### config.mk
export PLATFORM = sky130hd
export DESIGN_NAME = alu_op_sequencer
export DESIGN_NICKNAME = d
export VERILOG_FILES = /design/src/rtl/alu_op_sequencer.sv
export SDC_FILE = /design/constraint.sdc
export NUM_CORES = 1
export LEC_CHECK = 0
export BUFFER_PORTS_ARGS = -buffer_cell sky130_fd_sc_hd__buf_2
export CAP_MARGIN = 15
export CORE_MARGIN = 8
export CORE_UTILIZATION = 45
export DETAILED_ROUTE_END_ITERATION = 16
export GPL_ROUTABILITY_DRIVEN = 0
export GPL_TIMING_DRIVEN = 0
export PLACE_DENSITY = 0.78
export SETUP_SLACK_MARGIN = 0.5
export SLEW_MARGIN = 0
export SYNTH_ARGS = -nofsm -noshare
export SYNTH_HDL_FRONTEND = slang
export SYNTH_SLANG_ARGS = --single-unit
export TNS_END_PERCENT = 50
### constraint.sdc
create_clock -name clk -period 1.7 [get_ports clk]
set_clock_uncertainty 0.2 [all_clocks]
set_input_delay 0.17 -clock clk [delete_from_list [all_inputs] [get_ports clk]]
set_output_delay 0.17 -clock clk [all_outputs]
set_load 0.005 [all_outputs]
### src/rtl/alu_op_sequencer.sv
// Purpose: issue/capture stage for the 4-bit alushifter; registers one op, captures r/of, holds an accumulator for chaining.
// Latency: out_valid rises SETTLE edges after the accept edge; at most one op per SETTLE+2 cycles.
// Backpressure: in_ready only in IDLE; result held stable in DONE until out_ready at an edge.
//
// Ports:
//   clk, rst                      clock (rising edge), synchronous active-high reset
//   in_valid/in_ready             request handshake; in_a/in_b/in_cin/in_m/in_chain request fields
//   alu_a/alu_b/alu_cin/alu_m     registered operands to the alushifter
//   alu_r/alu_of                  alushifter result, sampled SETTLE edges after accept
//   out_valid/out_ready           result handshake; out_r/out_of captured result
//   op_count                      output-handshaked ops, wraps 255->0
module alu_op_sequencer #(
    parameter int WIDTH  = 4,
    parameter int SETTLE = 1
) (
    input  logic             clk,
    input  logic             rst,
    input  logic             in_valid,
    output logic             in_ready,
    input  logic [WIDTH-1:0] in_a,
    input  logic [WIDTH-1:0] in_b,
    input  logic             in_cin,
    input  logic [3:0]       in_m,
    input  logic             in_chain,
    output logic [WIDTH-1:0] alu_a,
    output logic [WIDTH-1:0] alu_b,
    output logic             alu_cin,
    output logic [3:0]       alu_m,
    input  logic [WIDTH-1:0] alu_r,
    input  logic             alu_of,
    output logic             out_valid,
    input  logic             out_ready,
    output logic [WIDTH-1:0] out_r,
    output logic             out_of,
    output logic [7:0]       op_count
);

    // Counter must hold the value SETTLE itself.
    localparam int CW = (SETTLE < 2) ? 1 : $clog2(SETTLE + 1);

    typedef enum logic [1:0] {
        IDLE = 2'd0,
        WAIT = 2'd1,
        DONE = 2'd2
    } state_t;

    state_t           state_q, state_d;
    logic [CW-1:0]    cnt_q, cnt_d;
    logic [WIDTH-1:0] alu_a_q, alu_a_d;
    logic [WIDTH-1:0] alu_b_q, alu_b_d;
    logic             alu_cin_q, alu_cin_d;
    logic [3:0]       alu_m_q, alu_m_d;
    logic [WIDTH-1:0] acc_q, acc_d;
    logic             out_valid_q, out_valid_d;
    logic [WIDTH-1:0] out_r_q, out_r_d;
    logic             out_of_q, out_of_d;
    logic [7:0]       op_count_q, op_count_d;

    always_comb begin
        state_d     = state_q;
        cnt_d       = cnt_q;
        alu_a_d     = alu_a_q;
        alu_b_d     = alu_b_q;
        alu_cin_d   = alu_cin_q;
        alu_m_d     = alu_m_q;
        acc_d       = acc_q;
        out_valid_d = out_valid_q;
        out_r_d     = out_r_q;
        out_of_d    = out_of_q;
        op_count_d  = op_count_q;

        unique case (state_q)
            IDLE: begin
                if (in_valid) begin
                    alu_a_d   = in_chain ? acc_q : in_a;
                    alu_b_d   = in_b;
                    alu_cin_d = in_cin;
                    alu_m_d   = in_m;
                    cnt_d     = CW'(SETTLE);
                    state_d   = WAIT;
                end
            end
            WAIT: begin
                cnt_d = cnt_q - CW'(1);
                // Operands have been stable for SETTLE edges on the edge where cnt==1.
                if (cnt_q == CW'(1)) begin
                    out_r_d     = alu_r;
                    out_of_d    = alu_of;
                    acc_d       = alu_r;
                    out_valid_d = 1'b1;
                    state_d     = DONE;
                end
            end
            DONE: begin
                if (out_ready) begin
                    out_valid_d = 1'b0;
                    op_count_d  = op_count_q + 8'd1;
                    state_d     = IDLE;
                end
            end
            default: begin
                state_d     = IDLE;
                out_valid_d = 1'b0;
            end
        endcase
    end

    always_ff @(posedge clk) begin
        if (rst) begin
            state_q     <= IDLE;
            cnt_q       <= '0;
            alu_a_q     <= '0;
            alu_b_q     <= '0;
            alu_cin_q   <= 1'b0;
            alu_m_q     <= 4'd0;
            acc_q       <= '0;
            out_valid_q <= 1'b0;
            out_r_q     <= '0;
            out_of_q    <= 1'b0;
            op_count_q  <= 8'd0;
        end else begin
            state_q     <= state_d;
            cnt_q       <= cnt_d;
            alu_a_q     <= alu_a_d;
            alu_b_q     <= alu_b_d;
            alu_cin_q   <= alu_cin_d;
            alu_m_q     <= alu_m_d;
            acc_q       <= acc_d;
            out_valid_q <= out_valid_d;
            out_r_q     <= out_r_d;
            out_of_q    <= out_of_d;
            op_count_q  <= op_count_d;
        end
    end

    assign in_ready  = (state_q == IDLE);
    assign alu_a     = alu_a_q;
    assign alu_b     = alu_b_q;
    assign alu_cin   = alu_cin_q;
    assign alu_m     = alu_m_q;
    assign out_valid = out_valid_q;
    assign out_r     = out_r_q;
    assign out_of    = out_of_q;
    assign op_count  = op_count_q;

endmodule

Word level (Yosys, flattened, before mapping)
Cells that the tools add are included.
W data, S select, Z words.

storage, ports and cells
  input bits = 23
  logic and storage cells = 36
  output and inout bits = 28
  flip-flop bits (word level) = 30

cells by class
  bitwise logic cells = 1
  equal/unequal tests = 5
  reductions and logical operators = 8
  multiplexer cells = 10
  add/subtract/negate cells = 2

operators with widths
  cell                   count
  $add A8 B1 Y8 const B  1
  $reduce_and A2 Y1      4
  $mux W2                3
  $ne A2 B2 Y1 const B   3
  $pmux W2 S3            1
  $reduce_and A3 Y1      2
  $mux W4                1
  $mux W1                3
  $pmux W1 S3            1
  $eq A2 B1 Y1 const B   1
  $eq A2 B2 Y1 const B   1
  $logic_not A2 Y1       1
  $pmux W1 S2            1
  $reduce_bool A2 Y1     1
  $not A1 Y1             1
  $sub A1 B1 Y1 const B  1

Logic depth before layout (Yosys ltp)
Gate-level depths: netlist of run 1.

  depth after elaboration = 3
  mapped depth = 5
  depth with buffers taken out = 4

Worst setup path after synthesis of run 1
No wires, ideal clock.

  kind = register -> register
  from = reg state_q[0]
  to = reg op_count_q[7], in the netlist op_count[7]
  buffers on the path = 1
  library setup time = 0.121 ns
  clock period less this slack = 1.542 ns
  required time = 1.379 ns
  cell stages (with the launch flop) = 5
  path slack = 0.158 ns
  arrival time = 1.221 ns
  path through = dfxtp_1 -> buf_6 -> nand3b_4 -> nor4_1 -> mux2_2

on the way
  word-level cells in the longest chain between the ends = 2

ends and longest elaborated chain
  item                         RTL line  text
  start: declaration           47        state_t state_q, state_d;
  start signal: assignment     122       state_q <= state_d;
  $eq A2 B2 Y1                 72        unique case (state_q)
  $reduce_and A2 Y1 (no line)  -
  end signal: assignment       132       op_count_q <= op_count_d;
  end: declaration             57        logic [7:0] op_count_q, op_count_d;

Every way passes these cells.
A chain may end at the register's enable or synchronous reset.

Final worst setup path of run 1
  from = reg state_q[0]
  to = reg alu_a_q[0], in the netlist alu_a[0]

on the way
  word-level cells in the longest chain between the ends = 2

ends and longest elaborated chain
  item                         RTL line  text
  $logic_not A2 Y1             72
  $reduce_and A2 Y1 (no line)  -
  end signal: assignment       124       alu_a_q <= alu_a_d;
  end: declaration             49        logic [WIDTH-1:0] alu_a_q, alu_a_d;

Every way passes these cells.

==> results of run 1 <==
-- worst max path at each step --
stage / cells past startpoint / start / end / slack [ns]
floorplan: 4 / state_q[0] / op_count[7] / 0.19
global placement: 4 / state_q[0] / op_count[7] / 0.09
detailed placement: 4 / state_q[0] / op_count[7] / 0.06
CTS: 4 / state_q[0] / op_count[7] / 0.12
global route: 6 / state_q[0] / alu_a[3] / 0.06
finish: 7 / state_q[0] / alu_a[0] / 0.10
-- metal layers --
metal / vias to the layer above / wire [um]
met5: - / 0
met3: 8 / 218
met2: 49 / 2130
met4: 0 / 67
li1: 648 / -
met1: 624 / 1440
-- cell type report --
type | count | area (um^2) | share of cell area
Buffer | 8 | 63.8 | 0.0316
Timing Repair Buffer | 87 | 606 | 0.300
Inverter | 3 | 11.3 | 0.00557
Multi-Input combinational cell | 93 | 618 | 0.306
Sequential cell | 30 | 604 | 0.299
Tap cell | 31 | 38.8 | 0.0192
Clock buffer | 8 | 78.8 | 0.0390
-- through the flow --
step	instances	power [mW]
after floorplan	134	0.890
after global placement	214	0.963
after detailed placement	214	0.974
after CTS	254	1.57
after global routing	260	1.66
final	260	1.60
-- layout by cell type, fill, tap and decap left out, types with 2 or more instances in the layout --
master,netlist,routed
clkbuf_1,4,3
buf_6,1,8
nand2_1,21,21
a21oi_1,16,14
clkbuf_4,0,5
clkbuf_8,0,4
dfxtp_1,30,27
nor2_1,16,16
a211oi_1,4,3
buf_4,1,12
inv_1,3,3
o31ai_1,2,2
mux2i_1,11,11
dfxtp_2,0,3
buf_2,1,49
dlygate4sd3_1,0,20
a21oi_2,0,2
-- power groups by stage --
stage          clock [mW]  sequential (mW)  combinational (mW)
2_1_floorplan           0            0.777               0.113
6_report            0.527            0.760               0.308
3_5_place_dp            0            0.775               0.199
4_1_cts             0.531            0.760               0.277
3_3_place_gp            0            0.773               0.191
5_1_grt             0.565            0.765               0.334
-- kinds of logic after synthesis --
| logic type | Yosys count |
|---|---|
| and+or+nand+nor | 52 |
| muxes | 12 |
| AOI/OAI and AO/OA | 26 |
| buffers and inverters | 11 |
| xor gates and xnor gates | 2 |
| DFF | 30 |
| adders and majority gates | 1 |
-- registers in the layout (all words and copies together) (netlist names) --
| register | flops |
|---|---|
| op_count | 8 |
| alu_a | 4 |
| alu_b | 4 |
| alu_m | 4 |
| out_r | 4 |
| state_q | 2 |
| alu_cin | 1 |
| cnt_q | 1 |
| out_of | 1 |
| out_valid | 1 |
-- worst register-to-register path, delay by kind of cell, from the launching register on --
kind / cells / cell delay (ns)
buffers and inverters: 4 / 0.52
DFF: 1 / 0.33
and+or+nand+nor: 2 / 0.28
AOI/OAI and AO/OA: 1 / 0.19
-- timing repair --
item                       in CTS  in global routing
setup buffers                  10                  6
cloned                          2                  0
setup endpoints to repair      35                 46
pin swaps                       7                  7
hold buffers                   20                  0
hold endpoints to repair       20                  0
resized for setup              14                  8
==> reports/qor.yml, run 1 <==
status: "completed"
antenna_found_initial: 0
cts.sinks: 30
wirelength_um: 3860
period_share: 0.939
drt-initial-drc-count: 48
core_area_mm2: 0.00266
synth_compound_area_frac: 0.124
area_growth_pct: 66.2
slew_headroom: 0.659
synthArstFlopShare: 0
synth_seq_area_share: 0.494
clockBufferDepth: 2
internal_power_mw: 1.20
fin_area_mm2: 0.00202
diodes: 0
cts.clk_slew.worst_paths_ns: 0.09
grt_pass1_wl_um: 6100
routedWlPerCell_um: 14.8
via_count: 1329
ios: 51
slew_violations: 0
cts-root-buf: "clkbuf_4"
p_sw_mw: 0.396
synth_flop_cell: "dfxtp_1"
cp.arrival_ns: 1.62
hp-start: "rst"
critPathKind: "flip-flop to flip-flop"
cellLeakagePower_nw: 0.994
drt-pass1-iter-count: 4
vias_per_cell: 5.11
pwr-share-seq: 0.477
synth_top_family_by_area: "simple AND/OR/NAND/NOR gates"
track_usage: 0.170
dp_hpwl_um: 2320
slowest_stage: "dfxtp_2"
hold_violations: 0
yosysWarnings: 0
cts_tree: "built"
synthTopCellsByCount: "dfxtp_1, nand2_1, a21oi_1, nor2_1, mux2i_1"
p_comb_frac: 0.193
crit_fanout: 5
grt_max_degree: 11
switching_share: 0.248
synth_nets: 158
antenna_left: 0
clock_power_share: 0.330
num-fill-cells: 176
holdPathEnd: "op_count[7]"
holdWs_ns: 0.0206
setup_slack_ns: 0.104
drive_gt1_frac: 0.406
start_util: 0.457
synth.area.mux_share: 0.0998
io_buffers: 49
r2r_slack_ns: 0.10
yosys.area_share.simple: 0.213
cap_violations: 0
endpoint_kind: "flip-flop"
min_period_ns: 1.60
path_cells: "buf_6 > buf_4 > nor3b_4 > buf_4 > buf_6 > nor2_1 > a211oi_1"
clock_latency_ns: 0.32
synth_seq_cells: 30
crit_family: "buffers and inverters"
drc: 0
gr-usage-met2: 0.317
synth_top_area_frac: 0.494
synth_fa_ha_area_frac: 0.0103
synth_edf_count: 0
worstMarginPinSlew_ns: 0.511
setup_tns_ns: 0
die_area_mm2: 0.00462
htreeDepth: 2
busiest_layer: "met2"
dp_slack_ns: 0.0612
ys_types: 33
first_global_vias: 1389
met3_usage: 0.0704
hp-class: "primary input to flip-flop"
ir_drop_uv: 759
syn_inst: 134
cts_made_buffers: 5
nets: 252
die_y_um: 68.0
cp_num_buf_inv: 4
std_cell_rows: 19
place_area_mm2: 0.00152
synth.largest_area_cell: "dfxtp_1"
rr_worst_depth: 7
r2r-start: "state_q[0]"
grt_overflow: 0
final_core_util: 0.759
ys_top_cells_by_area: "dfxtp_1, mux2i_1, a21oi_1"
r2r-end: "alu_a[0]"
start_kind: "flip-flop"
rsz0062_at_grt: "true"
yosysMostFrequentCell: "dfxtp_1"
finalSetupViolCount: 0
synth-xor-area-share: 0.0144
fp.dieW_um: 68.0
fmax_mhz: 626
hold_path_depth: 3
use_met1: 0.165
synthesis.area_mm2: 0.00122
synth_area_per_cell_um2: 9.08
p_per_area_mw_per_mm2: 789
required_ns: 1.73
cpPeakStageDelay_ns: 0.33
(Power assumes the default switching activity.)
==> inputs of run 2 (changes only) <==
--- a/config.mk
+++ b/config.mk
@@ -7,14 +7,15 @@
 export LEC_CHECK = 0
 export BUFFER_PORTS_ARGS = -buffer_cell sky130_fd_sc_hd__buf_2
 export CAP_MARGIN = 15
+export CELL_PAD_IN_SITES_DETAIL_PLACEMENT = 1
+export CELL_PAD_IN_SITES_GLOBAL_PLACEMENT = 1
 export CORE_MARGIN = 8
-export CORE_UTILIZATION = 45
+export CORE_UTILIZATION = 33
 export DETAILED_ROUTE_END_ITERATION = 16
 export GPL_ROUTABILITY_DRIVEN = 0
 export GPL_TIMING_DRIVEN = 0
-export PLACE_DENSITY = 0.78
+export PLACE_DENSITY = 0.79
 export SETUP_SLACK_MARGIN = 0.5
-export SLEW_MARGIN = 0
 export SYNTH_ARGS = -nofsm -noshare
 export SYNTH_HDL_FRONTEND = slang
 export SYNTH_SLANG_ARGS = --single-unit
==> reports/qor.yml, run 2 (synthesis gave the netlist of run 1 again) <==
cts-root-buf: "clkbuf_8"
via_count: 1277
first_global_vias: 1372
vias_per_cell: 4.80
required_ns: 1.71
core_area_mm2: 0.00361
hold_violations: 0
grt_max_degree: 11
cp.arrival_ns: 1.54
num-fill-cells: 430
hold_path_depth: 3
fmax_mhz: 654
dp_slack_ns: 0.0516
start_kind: "flip-flop"
slew_headroom: 0.701
die_y_um: 76.7
htreeDepth: 2
slew_violations: 0
finalSetupViolCount: 0
hp-class: "primary input to flip-flop"
drt-pass1-iter-count: 3
area_growth_pct: 60.3
holdWs_ns: 0.0134
setup_slack_ns: 0.171
cts.sinks: 30
mostFrequentLayoutCells: "buf_2, dfxtp_1, nand2_1, nor2_1, a21oi_1"
grt_pass1_wl_um: 6690
status: "completed"
ir_drop_uv: 495
grt_overflow: 0
rsz0062_at_grt: "true"
worstMarginPinSlew_ns: 0.449
setup_tns_ns: 0
dp_cells: 231
die_area_mm2: 0.00588
critPathKind: "flip-flop to flip-flop"
final_common_cell: "buf_2"
cap_violations: 0
ios: 51
nets: 242
std_cell_rows: 22
clock_latency_ns: 0.29
wirelength_um: 4220
fin_area_mm2: 0.00195
rr_worst_depth: 4
min_period_ns: 1.53
drive_gt1_frac: 0.404
endpoint_kind: "flip-flop"
dp_hpwl_um: 2730
crit_fanout: 5
routedWlPerCell_um: 15.9
drc: 0
drt-initial-drc-count: 83
period_share: 0.900
diodes: 0
cts.clk_slew.worst_paths_ns: 0.06
track_usage: 0.141
cellLeakagePower_nw: 0.936
start_util: 0.337
clockBufferDepth: 2
place_area_mm2: 0.00154
io_buffers: 49
antenna_left: 0
largest_reg_flops: 8
cts_made_buffers: 5
antenna_found_initial: 0
p_per_area_mw_per_mm2: 798
fp.dieW_um: 76.7
fin_cells: 266
cts_tree: "built"
-- run 2: final timing paths --
path                    start     endpoint  slack (ns)
setup / recovery  op_count[0]  op_count[4]        0.17
hold reg to reg      alu_b[0]     alu_b[0]        0.25
hold / removal            rst        cnt_q        0.01
setup reg to reg  op_count[0]  op_count[4]        0.17
-- run 2: per-stage QoR --
| step | power, mW | utilization |
|---|---|---|
| 2_1_floorplan | 0.890 | - |
| 3_3_place_gp | 0.968 | 0.428 |
| 3_5_place_dp | 0.980 | 0.428 |
| 4_1_cts | 1.56 | 0.523 |
| 5_1_grt | 1.64 | 0.541 |
| 6_report | 1.56 | 0.541 |
-- run 2: per-layer routing --
metal,vias up,wire (um),global-route usage
li1,627,-,-
met1,609,1760,0.144
met2,34,2160,0.256
met3,7,205,0.0338
met4,0,95,0.0808
met5,-,0,0
-- run 2: repair_timing --
item / in CTS / in global routing
setup endpoints to repair: 32 / 36
setup buffers: 11 / 2
cloned: 1 / 0
pin swaps: 9 / 4
hold endpoints to repair: 14 / 0
gates resized for setup: 8 / 15
hold buffers: 14 / 0
-- run 2: final cells by class --
type | count | area (um^2) | area share
clock buffers | 7 | 76.3 | 0.0392
repair buffers | 77 | 504 | 0.259
well taps | 48 | 60.1 | 0.0308
multi-input cells | 93 | 619 | 0.318
inverters | 3 | 11.3 | 0.00578
plain buffers | 8 | 62.6 | 0.0321
flip-flops and latches | 30 | 616 | 0.316
-- run 2: power by group --
part	leakage [nW]	switching (mW)	internal (mW)
logic	0.649	0.121	0.144
registers	0.249	0.0211	0.736
clock network	0.0383	0.253	0.281
total	0.936	0.395	1.16
-- run 2: critical path, cell delays in order, from the launching register on --
cell	delay, ns
dfxtp_2	0.37
ha_4	0.14
nand4b_1	0.21
or3_1	0.37
a21oi_1	0.15
